## src/rtl/des_key_schedule_if.sv

```systemverilog
// Request/response bundle between the DES round stage and its key schedule.
interface des_key_schedule_if;
    logic        init;
    logic        decrypt;
    logic [63:0] key;
    logic        next;
    logic [47:0] subkey;
    logic [3:0]  round;
    logic        fKey;
    logic        done;

    modport master (
        output init, decrypt, key, next,
        input  subkey, round, fKey, done
    );

    modport slave (
        input  init, decrypt, key, next,
        output subkey, round, fKey, done
    );
endinterface

```

## src/rtl/des_key_schedule.sv

```systemverilog
// DES subkey generator: one 48-bit subkey per round, encrypt or decrypt order.
module des_key_schedule (
    input  logic              clk,
    input  logic              reset,
    des_key_schedule_if.slave bus
);
    typedef enum logic {IDLE, RUN} state_t;

    localparam int PC1 [56] = '{
        57, 49, 41, 33, 25, 17,  9,  1, 58, 50, 42, 34, 26, 18,
        10,  2, 59, 51, 43, 35, 27, 19, 11,  3, 60, 52, 44, 36,
        63, 55, 47, 39, 31, 23, 15,  7, 62, 54, 46, 38, 30, 22,
        14,  6, 61, 53, 45, 37, 29, 21, 13,  5, 28, 20, 12,  4
    };

    localparam int PC2 [48] = '{
        14, 17, 11, 24,  1,  5,  3, 28, 15,  6, 21, 10,
        23, 19, 12,  4, 26,  8, 16,  7, 27, 20, 13,  2,
        41, 52, 31, 37, 47, 55, 30, 40, 51, 45, 33, 48,
        44, 49, 39, 56, 34, 53, 46, 42, 50, 36, 29, 32
    };

    function automatic logic [55:0] pc1(input logic [63:0] k);
        logic [55:0] r;
        r = '0;
        for (int i = 0; i < 56; i++) r[55-i] = k[64-PC1[i]];
        return r;
    endfunction

    function automatic logic [47:0] pc2(input logic [55:0] cd);
        logic [47:0] r;
        r = '0;
        for (int i = 0; i < 48; i++) r[47-i] = cd[56-PC2[i]];
        return r;
    endfunction

    // Standard bit 1 sits at the MSB, so a DES left rotate is a vector left rotate.
    function automatic logic [27:0] rol(input logic [27:0] x, input logic two);
        return two ? {x[25:0], x[27:26]} : {x[26:0], x[27]};
    endfunction

    function automatic logic [27:0] ror(input logic [27:0] x, input logic two);
        return two ? {x[1:0], x[27:2]} : {x[0], x[27:1]};
    endfunction

    function automatic logic shift_two(input logic [4:0] r);
        return !(r == 5'd1 || r == 5'd2 || r == 5'd9 || r == 5'd16);
    endfunction

    state_t      state, state_nxt;
    logic [27:0] c, d, c_nxt, d_nxt;
    logic [3:0]  rnd, rnd_nxt;
    logic        dir, dir_nxt;
    logic        done_q, done_nxt;
    logic [55:0] cd_key;
    logic        enc_two, dec_two;

    assign cd_key  = pc1(bus.key);
    assign enc_two = shift_two({1'b0, rnd} + 5'd2);
    assign dec_two = shift_two(5'd16 - {1'b0, rnd});

    always_ff @(posedge clk or posedge reset) begin
        if (reset) begin
            state  <= IDLE;
            c      <= '0;
            d      <= '0;
            rnd    <= '0;
            dir    <= 1'b0;
            done_q <= 1'b0;
        end else begin
            state  <= state_nxt;
            c      <= c_nxt;
            d      <= d_nxt;
            rnd    <= rnd_nxt;
            dir    <= dir_nxt;
            done_q <= done_nxt;
        end
    end

    always_comb begin
        state_nxt = state;
        c_nxt     = c;
        d_nxt     = d;
        rnd_nxt   = rnd;
        dir_nxt   = dir;
        done_nxt  = 1'b0;
        if (bus.init) begin
            // Decrypt starts from the fully rotated halves, which equal PC-1 itself.
            c_nxt     = bus.decrypt ? cd_key[55:28] : rol(cd_key[55:28], 1'b0);
            d_nxt     = bus.decrypt ? cd_key[27:0]  : rol(cd_key[27:0], 1'b0);
            rnd_nxt   = '0;
            dir_nxt   = bus.decrypt;
            state_nxt = RUN;
        end else if (state == RUN && bus.next) begin
            if (rnd == 4'd15) begin
                state_nxt = IDLE;
                done_nxt  = 1'b1;
                rnd_nxt   = '0;
            end else begin
                c_nxt   = dir ? ror(c, dec_two) : rol(c, enc_two);
                d_nxt   = dir ? ror(d, dec_two) : rol(d, enc_two);
                rnd_nxt = rnd + 4'd1;
            end
        end
    end

    always_comb begin
        bus.fKey   = (state == RUN);
        bus.done   = done_q;
        bus.round  = rnd;
        bus.subkey = pc2({c, d});
    end
endmodule

```

## src/flat_wrapper.sv

```systemverilog
// flat-port wrapper written by rule: the top's interface ports become plain ports
module des_key_schedule_flat 
  (clk, reset, bus_init, bus_decrypt, bus_key, bus_next, bus_subkey, bus_round, bus_fKey, bus_done);
  des_key_schedule_if bus_i ();
  input  logic clk;
  input  logic reset;
  input wire logic [$bits(bus_i.init)-1:0] bus_init;
  input wire logic [$bits(bus_i.decrypt)-1:0] bus_decrypt;
  input wire logic [$bits(bus_i.key)-1:0] bus_key;
  input wire logic [$bits(bus_i.next)-1:0] bus_next;
  output wire logic [$bits(bus_i.subkey)-1:0] bus_subkey;
  output wire logic [$bits(bus_i.round)-1:0] bus_round;
  output wire logic [$bits(bus_i.fKey)-1:0] bus_fKey;
  output wire logic [$bits(bus_i.done)-1:0] bus_done;
  assign bus_i.init = bus_init;
  assign bus_i.decrypt = bus_decrypt;
  assign bus_i.key = bus_key;
  assign bus_i.next = bus_next;
  assign bus_subkey = bus_i.subkey;
  assign bus_round = bus_i.round;
  assign bus_fKey = bus_i.fKey;
  assign bus_done = bus_i.done;
  des_key_schedule u_core (.clk(clk), .reset(reset), .bus(bus_i));
endmodule
```

## config.mk

```make
export PLATFORM = sky130hd
export DESIGN_NAME = des_key_schedule_flat
export DESIGN_NICKNAME = d
export VERILOG_FILES = /design/src/rtl/des_key_schedule_if.sv /design/src/rtl/des_key_schedule.sv /design/src/flat_wrapper.sv
export SDC_FILE = /design/constraint.sdc
export NUM_CORES = 1
export LEC_CHECK = 0
export BUFFER_PORTS_ARGS = -buffer_cell sky130_fd_sc_hd__buf_2
export CORE_MARGIN = 2
export CORE_UTILIZATION = 30
export DETAILED_ROUTE_END_ITERATION = 10
export MAX_ROUTING_LAYER = met4
export SLEW_MARGIN = 20
export SYNTH_ARGS = -nofsm -noshare
export SYNTH_HDL_FRONTEND = slang
export SYNTH_SLANG_ARGS = --single-unit
```

## constraint.sdc

```tcl
create_clock -name clk -period 5.2 [get_ports clk]
set_clock_uncertainty 0.1 [all_clocks]
set_input_delay 0.78 -clock clk [delete_from_list [all_inputs] [get_ports clk]]
set_output_delay 0.78 -clock clk [all_outputs]
set_load 0.005 [all_outputs]
```

Word level (Yosys, flattened, before mapping)
Index checks and enable logic that the tools add are counted.

$add $sub $neg: 3. Eq/ne operators: 10. Multiplexer cells: 23. Reductions and logical operators: 11.

Operators by type and width (number): $mux 28 (14); $mux 4 (3); $eq 5x1->1 const B (2); $eq 5x2->1 const B (2); $eq 5x4->1 const B (2); $eq 5x5->1 const B (2); $logic_or 1x1->1 (6); $mux 1 (6); $add 4x2->5 const B (1); $sub 5x4->5 const A (1); $add 4x1->4 const B (1); $eq 4x4->1 const B (1); $reduce_and 2->1 (2); $reduce_bool 2->1 (2); $ne 2x2->1 const B (1); $logic_and 1x1->1 (1).

Register bits after elaboration: 63. Bits of input ports: 69. Output and inout bits: 54. Logic and storage cells: 53.

Logic depth before layout (Yosys ltp)
Gate-level depths: netlist of the first run.

Depth in word-level cells: 10. Gate-level depth with buffers: 10. Depth with buffers taken out: 8.

Worst setup path before layout of the first run
Ideal clock, no wire load.

Path type: register to register. From: register u_core.rnd[0] (netlist: u_core.bus.round[0]). To: register u_core.c[11]. Setup time: 126 ps. Arrival: 2094 ps. Required time: 4974 ps. Setup slack: 2880 ps. Stages on the path, launching flop included: 10. Path buffers: 1. Period minus slack after synthesis: 2320 ps. Path through: dfrtp_1 inv_1 ha_1 nor2_1 or3_4 a21oi_2 buf_4 mux2i_1 nor2_1 o32a_1.

Cells in the longest elaborated chain, start to end: 10. Elaborated cells between the ends (all ways): 25. Classes of those cells: add/sub (2); eq/ne (10); mux (6); reduce/logical (7).

Ends and longest elaborated chain: start: declaration (line des_key_schedule.sv:52) `logic [3:0] rnd, rnd_nxt;`; start signal: assignment (line des_key_schedule.sv:74) `rnd <= rnd_nxt;`; $sub 5x4->5 or $add 4x2->5 (tied branches) (line des_key_schedule.sv:60, des_key_schedule.sv:59); $eq 5x1->1 or $eq 5x2->1 (tied branches) (line des_key_schedule.sv:47) `return !(r == 5'd1 || r == 5'd2 || r == 5'd9 || r == 5'd16);`; $logic_or 1x1->1 (3 in series) (line des_key_schedule.sv:47); $mux 28 (on tied branches) (line des_key_schedule.sv:43, des_key_schedule.sv:39); $mux 28 (line des_key_schedule.sv:100) `c_nxt = dir ? ror(c, dec_two) : rol(c, enc_two);`; $mux 28 (line des_key_schedule.sv:95) `if (rnd == 4'd15) begin`; $mux 28 (line des_key_schedule.sv:94) `end else if (state == RUN && bus.next) begin`; $mux 28 (line des_key_schedule.sv:87) `if (bus.init) begin`; end signal: assignment (line des_key_schedule.sv:72) `c <= c_nxt;`; end: declaration (line des_key_schedule.sv:51) `logic [27:0] c, d, c_nxt, d_nxt;`.

Several ways; a longest one is shown, not always the timed one. The select of a mux whose other input is x is not followed. A chain may end at the register's enable or synchronous reset.

Worst setup path after layout of the first run
From: register u_core.rnd[0] (netlist: u_core.bus.round[0]). To: register u_core.c[13].

Same word-level chain as after synthesis.

==> results of run 1 <==
stage by stage:
step	worst slack [ps]	hold WS, ps
finish	1890	459
global route	1690	508
CTS	1880	470
detailed placement	1890	456
global placement	1930	441
floorplan	2750	420
registers in the layout (all words and copies together), names as in the netlist:
name / cells
u_core.c: 28
u_core.bus.round: 4
u_core.bus.fKey: 1
u_core.bus.done: 1
u_core.dir: 1
u_core.d: 28
placed cells by master, fill, tap and decap left out, types with 2 or more instances in the layout:
cell type and count:
buf_2 114, mux2_2 95, nand2_1 75, dfrtp_1 62
nor3_1 57, nor2_1 33, a21oi_1 29, a22oi_1 28
a221oi_1 20, a31oi_1 18, o41ai_1 18, nand3_1 16
o41ai_2 10, mux2i_1 9, clkbuf_16 9, buf_4 9
a221oi_2 8, a41oi_1 7, ha_1 7, inv_1 5
o32a_1 4, mux2_1 2, nor2_4 2, a21o_1 2
bufinv_16 2, clkbuf_8 2, buf_12 2
power groups by stage:
stage / clock network [mW] / logic, mW / registers [mW]
after floorplan: 0 / 0.536 / 0.661
after global placement: 0 / 0.610 / 0.716
after detailed placement: 0 / 0.617 / 0.714
after CTS: 0.704 / 0.620 / 0.706
after global routing: 0.729 / 0.678 / 0.725
final: 0.691 / 0.617 / 0.710
worst max-delay path by stage:
stage | depth (start not counted) | slack (ps) | endpoint | startpoint
detailed placement | 9 | 1890 | u_core.c[9]$_DFFE_PP0P_ | u_core.bus.round[0]$_DFFE_PP0P_
finish | 9 | 1890 | u_core.c[13]$_DFFE_PP0P_ | u_core.bus.round[0]$_DFFE_PP0P_
global route | 9 | 1690 | u_core.c[13]$_DFFE_PP0P_ | u_core.bus.round[0]$_DFFE_PP0P_
CTS | 9 | 1880 | u_core.c[9]$_DFFE_PP0P_ | u_core.bus.round[0]$_DFFE_PP0P_
global placement | 9 | 1930 | u_core.c[13]$_DFFE_PP0P_ | u_core.bus.round[0]$_DFFE_PP0P_
floorplan | 1 | 2750 | u_core.bus.done$_DFF_PP0_ | reset
metal layers:
| layer | share of wire [%] | up-vias | global-route usage (%) |
|---|---|---|---|
| li1 | - | 2408 | - |
| met1 | 45 | 2544 | 23.8 |
| met2 | 47 | 198 | 28.1 |
| met3 | 5.8 | 17 | 2.83 |
| met4 | 1.4 | 0 | 5.53 |
| met5 | 0 | - | - |
cell families (layout without fill, tap and decap cells):
family	after synthesis	after routing	synth area share [%]
AND/OR/NAND/NOR	193	193	15.2
AO/OA/AOI/OAI	151	151	22.2
buffers and inverters	115	147	12.0
multiplexers	106	106	20.9
flip-flops	63	63	27.8
adder cells (fa/ha/maj)	7	7	1.55
XOR/XNOR	2	2	0.309
layout make-up:
cell class / instances / area, µm²
fillers: 1973 / 12300
multi-input cells: 459 / 3440
flip-flops and latches: 63 / 1580
repair buffers: 125 / 678
well taps: 234 / 293
clock buffers: 12 / 256
clock inverters: 4 / 76.3
inverters: 6 / 22.5
synth_stat cells, types with 18 or more instances:
cell type,n,area (µm²)
a21oi_1,29,145
a221oi_1,20,175
a22oi_1,28,210
a31oi_1,18,113
buf_4,56,420
clkbuf_1,40,150
dfrtp_1,63,1580
mux2_2,95,1070
nand2_1,75,282
nor2_1,35,131
nor3_1,57,285
o41ai_1,18,158
critical path: cells and delay by family (launching register included):
family | cells | cell delay [ps]
AO/OA/AOI/OAI | 2 | 1180
adder cells (fa/ha/maj) | 1 | 280
multiplexers | 1 | 220
AND/OR/NAND/NOR | 3 | 480
buffers and inverters | 2 | 450
flip-flops | 1 | 470
==> metrics.md, run 1 <==
| Metric | Value |
|---|---|
| CTS tree | `done` |
| Sequential share of power | `about a third` |
| Core Footprint | `18600 µm²` |
| Slowest-stage cell, CP | `a21oi_4` |
| Detail Route Antenna Nets | `0` |
| Die height | `around 140 µm` |
| Gpl congestion | `around 0.8` |
| Worst slew pin tran | `1080 ps` |
| Worst hold start | `u_core.bus.fKey$_DFFE_PP0P_` |
| CP arrival | `about 3400 ps` |
| Crit-path cells | `inv_1, ha_1, nor2_1, or3_4, a21oi_4, buf_12, mux2i_1, nor2_1, o32a_1` |
| Port bufs | `roughly 110` |
| Pint | `~1.3 mW` |
| Congestion Overflow GR | `0` |
| Syn nets | `713` |
| Library cells used by synthesis | `44` |
| RSZ-0062 raised after global routing | `false` |
| Dpl cells | `886` |
| Total GRT Usage | `17.9%` |
| Iter 0 DRT Violations | `about 450` |
| H-Tree Depth | `3` |
| First-pass GRT wire length | `roughly 28000 µm` |
| Hold Crit Class | `reg2reg` |
| Clock Latency Late Sink | `between 300 and 400 ps` |
| Crit-path most repeated cell | `nor2_1` |
| Top FF cell, synth | `dfrtp_1` |
| Initial Util | `between 30% and 40%` |
| CP Class | `reg2reg` |
| Clk pwr share | `34.3%` |
| Util after Layout | `34.0%` |
| Reg2Reg Depth | `9` |
| Startpoint types | `flop` |
| Hold depth | `1` |
| Max-cap viol count | `0` |
| Post-DP HPWL | `10900 µm` |
| PD cells | `approximately 320 nW/µm²` |
| Wire length per cell | `about 19 µm` |
| Post-synthesis sequential area ratio | `between 20 and 30%` |
| Critical R2R Launch | `u_core.bus.round[0]$_DFFE_PP0P_` |
| Vias/cell | `between 5 and 6` |
| Minimum clock period | `between 3000 and 4000 ps` |
| Cell row count | `50` |
| CTS Buffer Depth | `2` |
| Post-placement cell area | `~6000 µm²` |
| Crit-path max cell delay | `830 ps` |
| P_sw | `710 µW` |
| Pins Over Slew Limit | `0` |
| CP Max Fanout | `29` |
| Worst Hold Endpoint | `u_core.bus.fKey$_DFFE_PP0P_` |
| Register bit total from synthesis | `63` |
| Ports | `approximately 120` |
| Postcts setup bufs | `0` |
| # clock sinks | `63` |
| Nets@finish | `740` |
| Combinational share of power | `~31%` |
| Status | `complete, no violations` |
| Final Hold Violating Endpoints | `0` |
| Share of cells above drive strength 1 | `approximately two fifths` |
| CTS buffer count | `9` |
| CTS clk-pin slew, worst paths | `approximately 60 ps` |
| Total power draw | `between 2 and 2.5 mW` |
| Post-synth EDFFs | `0` |
| Post-route cell area | `6340 µm²` |
| Synthesis-to-layout area growth | `12.0%` |
| Mapped Cells | `approximately 640` |
| Final period utilization | `63.7%` |
| Syn_area_per_cell | `approximately 8.9 µm²` |
| Finish-stage setup viols | `0` |
| FMAX | `about 300 MHz` |
| Die width | `approximately 140 µm` |
| Post-synth ARST share | `100%` |
| Vias | `roughly 5200` |
| DRC | `0` |
| Non-Filler Instances | `about 900` |
| Total of warnings raised by yosys | `0` |
| Worst vdd ir | `0.000156 V` |
| Final WL | `roughly 17000 µm` |
| R2r setup slk | `1890 ps` |
| CTS resizes | `0` |
| Antenna cells | `0` |
| Antenna violations before repair | `0` |
| Pre-Repair DR Iteration Count | `5` |
| Sw Share | `between 30% and 40%` |
| Leak | `about 2.5 nW` |
| Final setup TNS | `0 ps` |
| Die ar. | `between 15000 and 20000 µm²` |
| Slew HR | `approximately 28%` |
| R2R Path End | `u_core.c[13]$_DFFE_PP0P_` |
| Largest net degree at the start of global routing | `61` |
| Post-Syn Area | `between 5000 and 6000 µm²` |
| Post-CTS Hold Fix Bufs | `0` |
| Crit end category | `flop` |
| Vias in the first global route | `~5000` |
| Worst EP required | `5320 ps` |
| Clock root buffer master | `clkbuf_16` |
Power figures use the tool's default switching activity.
==> run 2, diff against run 1 <==
- ABC_AREA: not set -> 1
- clock period: 5.2 -> 3.4 ns (I/O delays scaled with it)
==> run 2 against run 1 <==
Net effect: count of clock-buffer cells in the layout is 2 lower; clock power is 59% higher; synthesized area is 11% higher; flip-flop and latch count stayed put; via count is 33% higher; sequential share of layout area is 2.2 points lower; die area is 10% higher; sequential power is 40% higher; design area is 9.4% higher; power is 79% higher; cell count is 52% higher; register-to-register slack worse by 850 ps.
==> metrics.md, run 2 <==
| Metric | Value |
|---|---|
| Critical R2R Launch | `u_core.bus.round[1]$_DFFE_PP0P_ (was u_core.bus.round[0]$_DFFE_PP0P_)` |
| Gpl congestion | `0.828 (was 0.796)` |
| Clk pwr share | `30.5% (was 34.3%)` |
| Leak | `3.63 nW (was 2.54 nW)` |
| Postcts setup bufs | `0 (unchanged)` |
| Vias/cell | `5.02 (was 5.72)` |
| Library cells used by synthesis | `22 (was 44)` |
| Share of cells above drive strength 1 | `15.1% (was 39.3%)` |
| DRC | `0 (unchanged)` |
| Vias in the first global route | `6327 (was 4992)` |
| Port bufs | `114 (unchanged)` |
| Max-cap viol count | `0 (unchanged)` |
| H-Tree Depth | `3 (unchanged)` |
| Nets@finish | `1172 (was 740)` |
| Die height | `148 µm (was 141 µm)` |
| Met2 Wirelength | `9220 µm (was 8270 µm)` |
| RSZ-0062 raised after global routing | `false (unchanged)` |
| Total of warnings raised by yosys | `0 (unchanged)` |
| Antenna violations before repair | `1 (was 0)` |
| Minimum clock period | `2360 ps (was 3310 ps)` |
| # clock sinks | `63 (unchanged)` |
| M1 wire length | `9380 µm (was 7930 µm)` |
| Total GRT Usage | `19.1% (was 17.9%)` |
| Die ar. | `22000 µm² (was 20000 µm²)` |
| CTS clk-pin slew, worst paths | `60 ps (about the same)` |
| Sequential share of power | `27.6% (was 35.2%)` |
| Detail Route Antenna Nets | `0 (unchanged)` |
| Combinational share of power | `41.8% (was 30.6%)` |
| Post-synth ARST share | `100% (unchanged)` |
| Wire length per cell | `14.8 µm (was 19.3 µm)` |
| Post-synthesis sequential area ratio | `25.2% (was 27.8%)` |
| Status | `complete, no violations (unchanged)` |
| Synth area leaders | `dfrtp_1 (25%), nand2_1 (14%), nand3_1 (14%) (was dfrtp_1 (28%), mux2_2 (19%), buf_4 (7.4%))` |
| Pre-Repair DR Iteration Count | `5 (unchanged)` |
| Largest net degree at the start of global routing | `57 (was 61)` |
| Most frequent cells after synthesis | `nand2_1 (239), nor2_1 (204), nand3_1 (174), inv_1 (101), dfrtp_1 (63) (was mux2_2 (95), nand2_1 (75), dfrtp_1 (63), nor3_1 (57), buf_4 (56))` |
| Vias | `6891 (was 5167)` |
| Most frequent cells in the layout | `nand2_1 (239), nor2_1 (202), nand3_1 (174) (was buf_2 (114), mux2_2 (95), nand2_1 (75))` |
| Slew HR | `52.5% (was 28.0%)` |
| Post-CTS Hold Fix Bufs | `0 (unchanged)` |
| PD cells | `519 nW/µm² (was 318 nW/µm²)` |
| DR top layer | `met4 (unchanged)` |
| Post-DP HPWL | `13600 µm (was 10900 µm)` |
| Biggest area consumer among synthesized cells | `dfrtp_1 (unchanged)` |
| Pins Over Slew Limit | `0 (unchanged)` |
| CTS buffer count | `9 (unchanged)` |
| Startpoint types | `flop (unchanged)` |
| CTS resizes | `0 (unchanged)` |
| Finish-stage setup viols | `0 (unchanged)` |
| Post-Syn Area | `6260 µm² (was 5660 µm²)` |
| Crit-path cells | `inv_1, ha_1, inv_1, nand2_1, nand3_1, nand2_2, nand2_2, buf_4, nand2_1, nand3_1, nand3_1, nand2_1, inv_1 (was inv_1, ha_1, nor2_1, or3_4, a21oi_4, buf_12, mux2i_1, nor2_1, o32a_1)` |
| Syn_area_per_cell | `5.83 µm² (was 8.89 µm²)` |
| Worst vdd ir | `0.000234 V (was 0.000156 V)` |
| CP Max Fanout | `28 (was 29)` |
| Syn nets | `1150 (was 713)` |
| Initial Util | `30.7% (was 30.4%)` |
| Cell row count | `52 (was 50)` |
| Top FF cell, synth | `dfrtp_1 (unchanged)` |
| CTS Buffer Depth | `2 (unchanged)` |
| FMAX | `423 MHz (was 302 MHz)` |
| Worst EP required | `3540 ps (was 5320 ps)` |
| Mapped Cells | `1074 (was 637)` |
| Synthesis-to-layout area growth | `10.9% (was 12.0%)` |
| Share of the synthesized area in the top cell type | `25.2% (was 27.8%)` |
| Pint | `2.13 mW (was 1.31 mW)` |
| Crit end category | `flop (unchanged)` |
| Hold Crit Class | `in2async (was reg2reg)` |
| Core Footprint | `20400 µm² (was 18600 µm²)` |
| Setup WS pre-CTS | `932 ps (was 1890 ps)` |
| Final period utilization | `69.5% (was 63.7%)` |
| Final WL | `20300 µm (was 17500 µm)` |
| Sw Share | `41.0% (was 35.2%)` |
| Commonest non-fill, non-tap cell in the layout | `nand2_1 (was buf_2)` |
| Register bit total from synthesis | `63 (unchanged)` |
| Final Hold Violating Endpoints | `0 (unchanged)` |
| Fill cells | `2288 (was 1973)` |
| First-pass GRT wire length | `32800 µm (was 27700 µm)` |
| Worst slew pin tran | `712 ps (was 1080 ps)` |
| Final setup TNS | `0 ps (unchanged)` |
| CP arrival | `2500 ps (was 3430 ps)` |
| Clock root buffer master | `clkbuf_16 (unchanged)` |
| CP Class | `reg2reg (unchanged)` |
| Post-synth EDFFs | `0 (unchanged)` |
| Iter 0 DRT Violations | `488 (was 454)` |
| CTS tree | `done (unchanged)` |
| Slowest-stage cell, CP | `dfrtp_1 (was a21oi_4)` |
| Worst Setup SP | `u_core.bus.round[1]$_DFFE_PP0P_ (was u_core.bus.round[0]$_DFFE_PP0P_)` |
| Ports | `123 (unchanged)` |
| Final Worst Setup Slack | `1040 ps (was 1890 ps)` |
| Crit-path max cell delay | `480 ps (was 830 ps)` |
| Congestion Overflow GR | `0 (unchanged)` |
| Most common cell in the netlist | `nand2_1 (was mux2_2)` |
| Met3 routed WL | `1390 µm (was 1010 µm)` |
| P_sw | `1.48 mW (was 710 µW)` |
| Die width | `148 µm (was 141 µm)` |
| Clock Latency Late Sink | `340 ps (about the same)` |
run 2: power by group through the flow:
stage	Sequential (mW)	Combinational (mW)	Clock, mW
detailed placement	1.01	1.50	0
floorplan	0.975	1.25	0
finish	0.996	1.51	1.10
global placement	1.00	1.49	0
global route	1.01	1.72	1.16
CTS	0.995	1.51	1.12
run 2: final timing paths:
kind                                                         to  slack [ps]  cells past startpoint
worst min register to register         u_core.d[18]$_DFFE_PP0P_         420                      2
max in group asynchronous              u_core.d[20]$_DFFE_PP0P_        2330                      3
worst max register to register          u_core.d[0]$_DFFE_PP0P_        1040                     13
worst max-delay path                    u_core.d[0]$_DFFE_PP0P_        1040                     13
worst min-delay path            u_core.bus.round[3]$_DFFE_PP0P_         120                      2
min in group clk                      u_core.bus.done$_DFF_PP0_         390                      3
run 2: through the flow:
| stage | total power [mW] | util (%) | hold slack, ps | cells | instance area (µm²) |
|---|---|---|---|---|---|
| after CTS | 3.63 | 34.1 | 143 | 1371 | 6940 |
| after global placement | 2.49 | 32.4 | 410 | 1355 | 6590 |
| after floorplan | 2.22 | - | 395 | 1074 | 6260 |
| after detailed placement | 2.51 | 32.4 | 416 | 1355 | 6590 |
| final | 3.60 | 34.1 | 123 | 1372 | 6940 |
| after global routing | 3.89 | 34.1 | 162 | 1372 | 6940 |
run 2: final cells by class:
cell class / instances / area [µm²] / area share, %
Multi-Input combinational cell: 780 / 3530 / 50.9
Sequential cell: 63 / 1580 / 22.7
Timing Repair Buffer: 139 / 758 / 10.9
Inverter: 103 / 387 / 5.57
Tap cell: 270 / 338 / 4.87
Clock buffer: 10 / 239 / 3.44
Clock inverter: 6 / 108 / 1.55
Antenna cell: 1 / 2.50 / 0.0360
run 2: kinds of logic after synthesis:
group	share of synthesized area, %
and+or+nand+nor	44.1
buffers and inverters	18.4
AOI/OAI and AO/OA	10.9
DFF	25.2
adders and majority gates	1.40
run 2: worst max-delay path: cells and delay by family (launching register included):
| family | cells | cell delay (ps) |
|---|---|---|
| buf+inv | 4 | 630 |
| simple gates | 8 | 810 |
| flops | 1 | 480 |
| fa+ha+maj | 1 | 220 |
run 2: routing by layer:
layer,vias to the layer above,track usage [%]
met5,-,-
met4,0,5.29
met3,25,3.77
met2,237,29.8
met1,3172,25.4
li1,3457,-
==> run 3, diff against run 2 <==
- clock period: 3.4 -> 2.1 ns (I/O delays scaled with it)
==> run 3 against run 2 <==
Net effect: flip-flop and latch count did not move; register-to-register slack lost 1000 ps; power grew 70%; global-route usage increased by 0.093 points; core utilization is 3.2 points higher; fmax increased by 13%; critical path type unchanged.
==> metrics.md, run 3 (synthesis gave the netlist of run 2 again) <==
| Metric | Value |
|---|---|
| Slew HR | `68.6% (was 52.5%)` |
| Pint | `3.55 mW (was 2.13 mW)` |
| Crit-path cells | `buf_4, ha_4, nand2_1, inv_1, nand2_1, nand3_4, nand3_4, buf_12, clkbuf_16, nand2_1, o211ai_1, nand3_1, nand2_1, inv_1 (was inv_1, ha_1, inv_1, nand2_1, nand3_1, nand2_2, nand2_2, buf_4, nand2_1, nand3_1, nand3_1, nand2_1, inv_1)` |
| Largest net degree at the start of global routing | `58 (was 57)` |
| R2R Path End | `u_core.c[23]$_DFFE_PP0P_ (was u_core.d[0]$_DFFE_PP0P_)` |
| # clock sinks | `63 (unchanged)` |
| Critical R2R Launch | `u_core.bus.round[1]$_DFFE_PP0P_ (unchanged)` |
| Worst EP required | `2230 ps (was 3540 ps)` |
| Worst Path Buf+Inv | `5 (was 4)` |
| Crit-path max cell delay | `460 ps (was 480 ps)` |
| Cell row count | `52 (unchanged)` |
| CTS Buffer Depth | `2 (unchanged)` |
| First-pass GRT wire length | `32900 µm (was 32800 µm)` |
| Gpl congestion | `0.863 (was 0.828)` |
| Clk pwr share | `24.2% (was 30.5%)` |
| Synthesis-to-layout area growth | `21.2% (was 10.9%)` |
| Minimum clock period | `2090 ps (was 2360 ps)` |
| FMAX | `478 MHz (was 423 MHz)` |
| Detail Route Antenna Nets | `0 (unchanged)` |
| Sequential share of power | `26.4% (was 27.6%)` |
| CTS tree | `done (unchanged)` |
| CP arrival | `2230 ps (was 2500 ps)` |
| Die ar. | `22000 µm² (unchanged)` |
| Iter 0 DRT Violations | `499 (was 488)` |
| PD cells | `804 nW/µm² (was 519 nW/µm²)` |
| Final Hold Violating Endpoints | `0 (unchanged)` |
| CTS buffer count | `9 (unchanged)` |
| Worst Setup SP | `u_core.bus.round[1]$_DFFE_PP0P_ (unchanged)` |
| Final period utilization | `99.6% (was 69.5%)` |
| Commonest non-fill, non-tap cell in the layout | `nand2_1 (unchanged)` |
| Max-cap viol count | `0 (unchanged)` |
| P_sw | `2.55 mW (was 1.48 mW)` |
| Setup WS pre-CTS | `10.8 ps (was 932 ps)` |
| Multi-input gate area | `3710 µm² (was 3530 µm²)` |
| Most frequent cells in the layout | `nand2_1 (232), nor2_1 (202), nand3_1 (171) (was nand2_1 (239), nor2_1 (202), nand3_1 (174))` |
| Port bufs | `114 (unchanged)` |
| Vias/cell | `5.04 (was 5.02)` |
| Worst vdd ir | `0.000413 V (was 0.000234 V)` |
| DRC | `0 (unchanged)` |
| Congestion Overflow GR | `0 (unchanged)` |
| Startpoint types | `flop (unchanged)` |
| Util after Layout | `37.3% (was 34.1%)` |
| Final Worst Setup Slack | `8.49 ps (was 1040 ps)` |
| Top delay family on crit path | `simple AND/OR/NAND/NOR gates (unchanged)` |
| Levels on crit path | `14 (was 13)` |
| Fill cells | `2253 (was 2288)` |
| Pins Over Slew Limit | `0 (unchanged)` |
| CP Max Fanout | `6 (was 28)` |
| Wire length per cell | `15.5 µm (was 14.8 µm)` |
| Crit end category | `flop (unchanged)` |
| Share of cells above drive strength 1 | `20.4% (was 15.1%)` |
| Crit-path most repeated cell | `nand2_1` |
| Antenna violations before repair | `1 (unchanged)` |
| Core Footprint | `20400 µm² (unchanged)` |
| Total GRT Usage | `19.2% (was 19.1%)` |
| Final WL | `21800 µm (was 20300 µm)` |
| CTS clk-pin slew, worst paths | `60 ps (about the same)` |
| Status | `complete, no violations (unchanged)` |
| CP Class | `reg2reg (unchanged)` |
| Setup crit end | `u_core.c[23]$_DFFE_PP0P_ (was u_core.d[0]$_DFFE_PP0P_)` |
| Reg2Reg Depth | `14 (was 13)` |
| Die height | `148 µm (unchanged)` |
| R2r setup slk | `8 ps (was 1040 ps)` |
| Combinational share of power | `49.4% (was 41.8%)` |
| Vias | `7068 (was 6891)` |
| Clock root buffer master | `clkbuf_16 (unchanged)` |
| Die width | `148 µm (unchanged)` |
| Initial Util | `30.7% (unchanged)` |
| Clock Latency Late Sink | `350 ps (was 340 ps)` |
| H-Tree Depth | `3 (unchanged)` |
| Hold Crit Class | `in2reg (was in2async)` |
| Worst slew pin tran | `471 ps (was 712 ps)` |
| Finish-stage setup viols | `0 (unchanged)` |
| Leak | `3.90 nW (was 3.63 nW)` |
| Slowest-stage cell, CP | `dfrtp_2 (was dfrtp_1)` |
| RSZ-0062 raised after global routing | `true (was false)` |
| Vias in the first global route | `6127 (was 6327)` |
| Ports | `123 (unchanged)` |
| Sw Share | `41.8% (was 41.0%)` |
| Register Area | `1580 µm² (about the same)` |
| Post-DP HPWL | `14000 µm (was 13600 µm)` |
| Nets@finish | `1203 (was 1172)` |
| Pre-Repair DR Iteration Count | `5 (unchanged)` |
-- run 3: final cells by class --
cell class | count | share of cell area (%)
diodes | 1 | 0.0330
inverters | 103 | 5.19
clock buffers | 14 | 3.74
multi-input cells | 781 | 48.9
well taps | 270 | 4.45
repair buffers | 169 | 16.8
flip-flops and latches | 63 | 20.8
-- run 3: worst min path at each step --
stage,from,endpoint,cells past startpoint
finish,bus_next,u_core.bus.done$_DFF_PP0_,3
global route,bus_next,u_core.bus.done$_DFF_PP0_,3
CTS,bus_next,u_core.bus.done$_DFF_PP0_,3
detailed placement,reset,u_core.bus.round[3]$_DFFE_PP0P_,2
global placement,reset,u_core.bus.round[3]$_DFFE_PP0P_,2
floorplan,bus_next,u_core.bus.done$_DFF_PP0_,2
-- run 3: power by group through the flow --
stage | clock, mW | combinational, mW | sequential, mW
4_1_cts | 1.52 | 2.55 | 1.61
5_1_grt | 1.57 | 3.34 | 1.65
6_report | 1.48 | 3.01 | 1.61
3_5_place_dp | 0 | 2.53 | 1.63
2_1_floorplan | 0 | 2.02 | 1.58
3_3_place_gp | 0 | 2.51 | 1.63
-- run 3: per-stage QoR --
step / cell area (µm²) / instances / power [mW] / TNS [ps] / hold slack (ps)
floorplan: 6260 / 1074 / 3.60 / 0 / 380
global placement: 6760 / 1366 / 4.14 / 0 / 239
detailed placement: 6760 / 1366 / 4.16 / 0 / 241
CTS: 7060 / 1381 / 5.69 / 0 / 163
global route: 7590 / 1401 / 6.56 / -4590 / 192
finish: 7590 / 1401 / 6.11 / 0 / 167
-- run 3: worst register-to-register path, stage by stage (launching register included) --
cell and delay [ps]:
dfrtp_2 460, buf_4 160, ha_4 160, nand2_1 60, inv_1 50, nand2_1 110, nand3_4 130, nand3_4 120
buf_12 150, clkbuf_16 160, nand2_1 60, o211ai_1 80, nand3_1 90, nand2_1 60, inv_1 40
-- run 3: repair_timing --
action / 4_1_cts / 5_1_grt
endpoints found under the hold margin: 12 / 0
endpoints found under the setup margin: 2 / 56
gates resized for setup: 1 / 62
hold buffers: 1 / 0
cloned: 0 / 10
pin swaps: 0 / 21
setup buffers: 0 / 9
-- run 3: layer usage --
layer	GRT usage (%)	part of all wire, %
met1	26.5	46
met2	29.2	46
met3	3.22	6.5
met4	5.19	1.2
met5	-	0
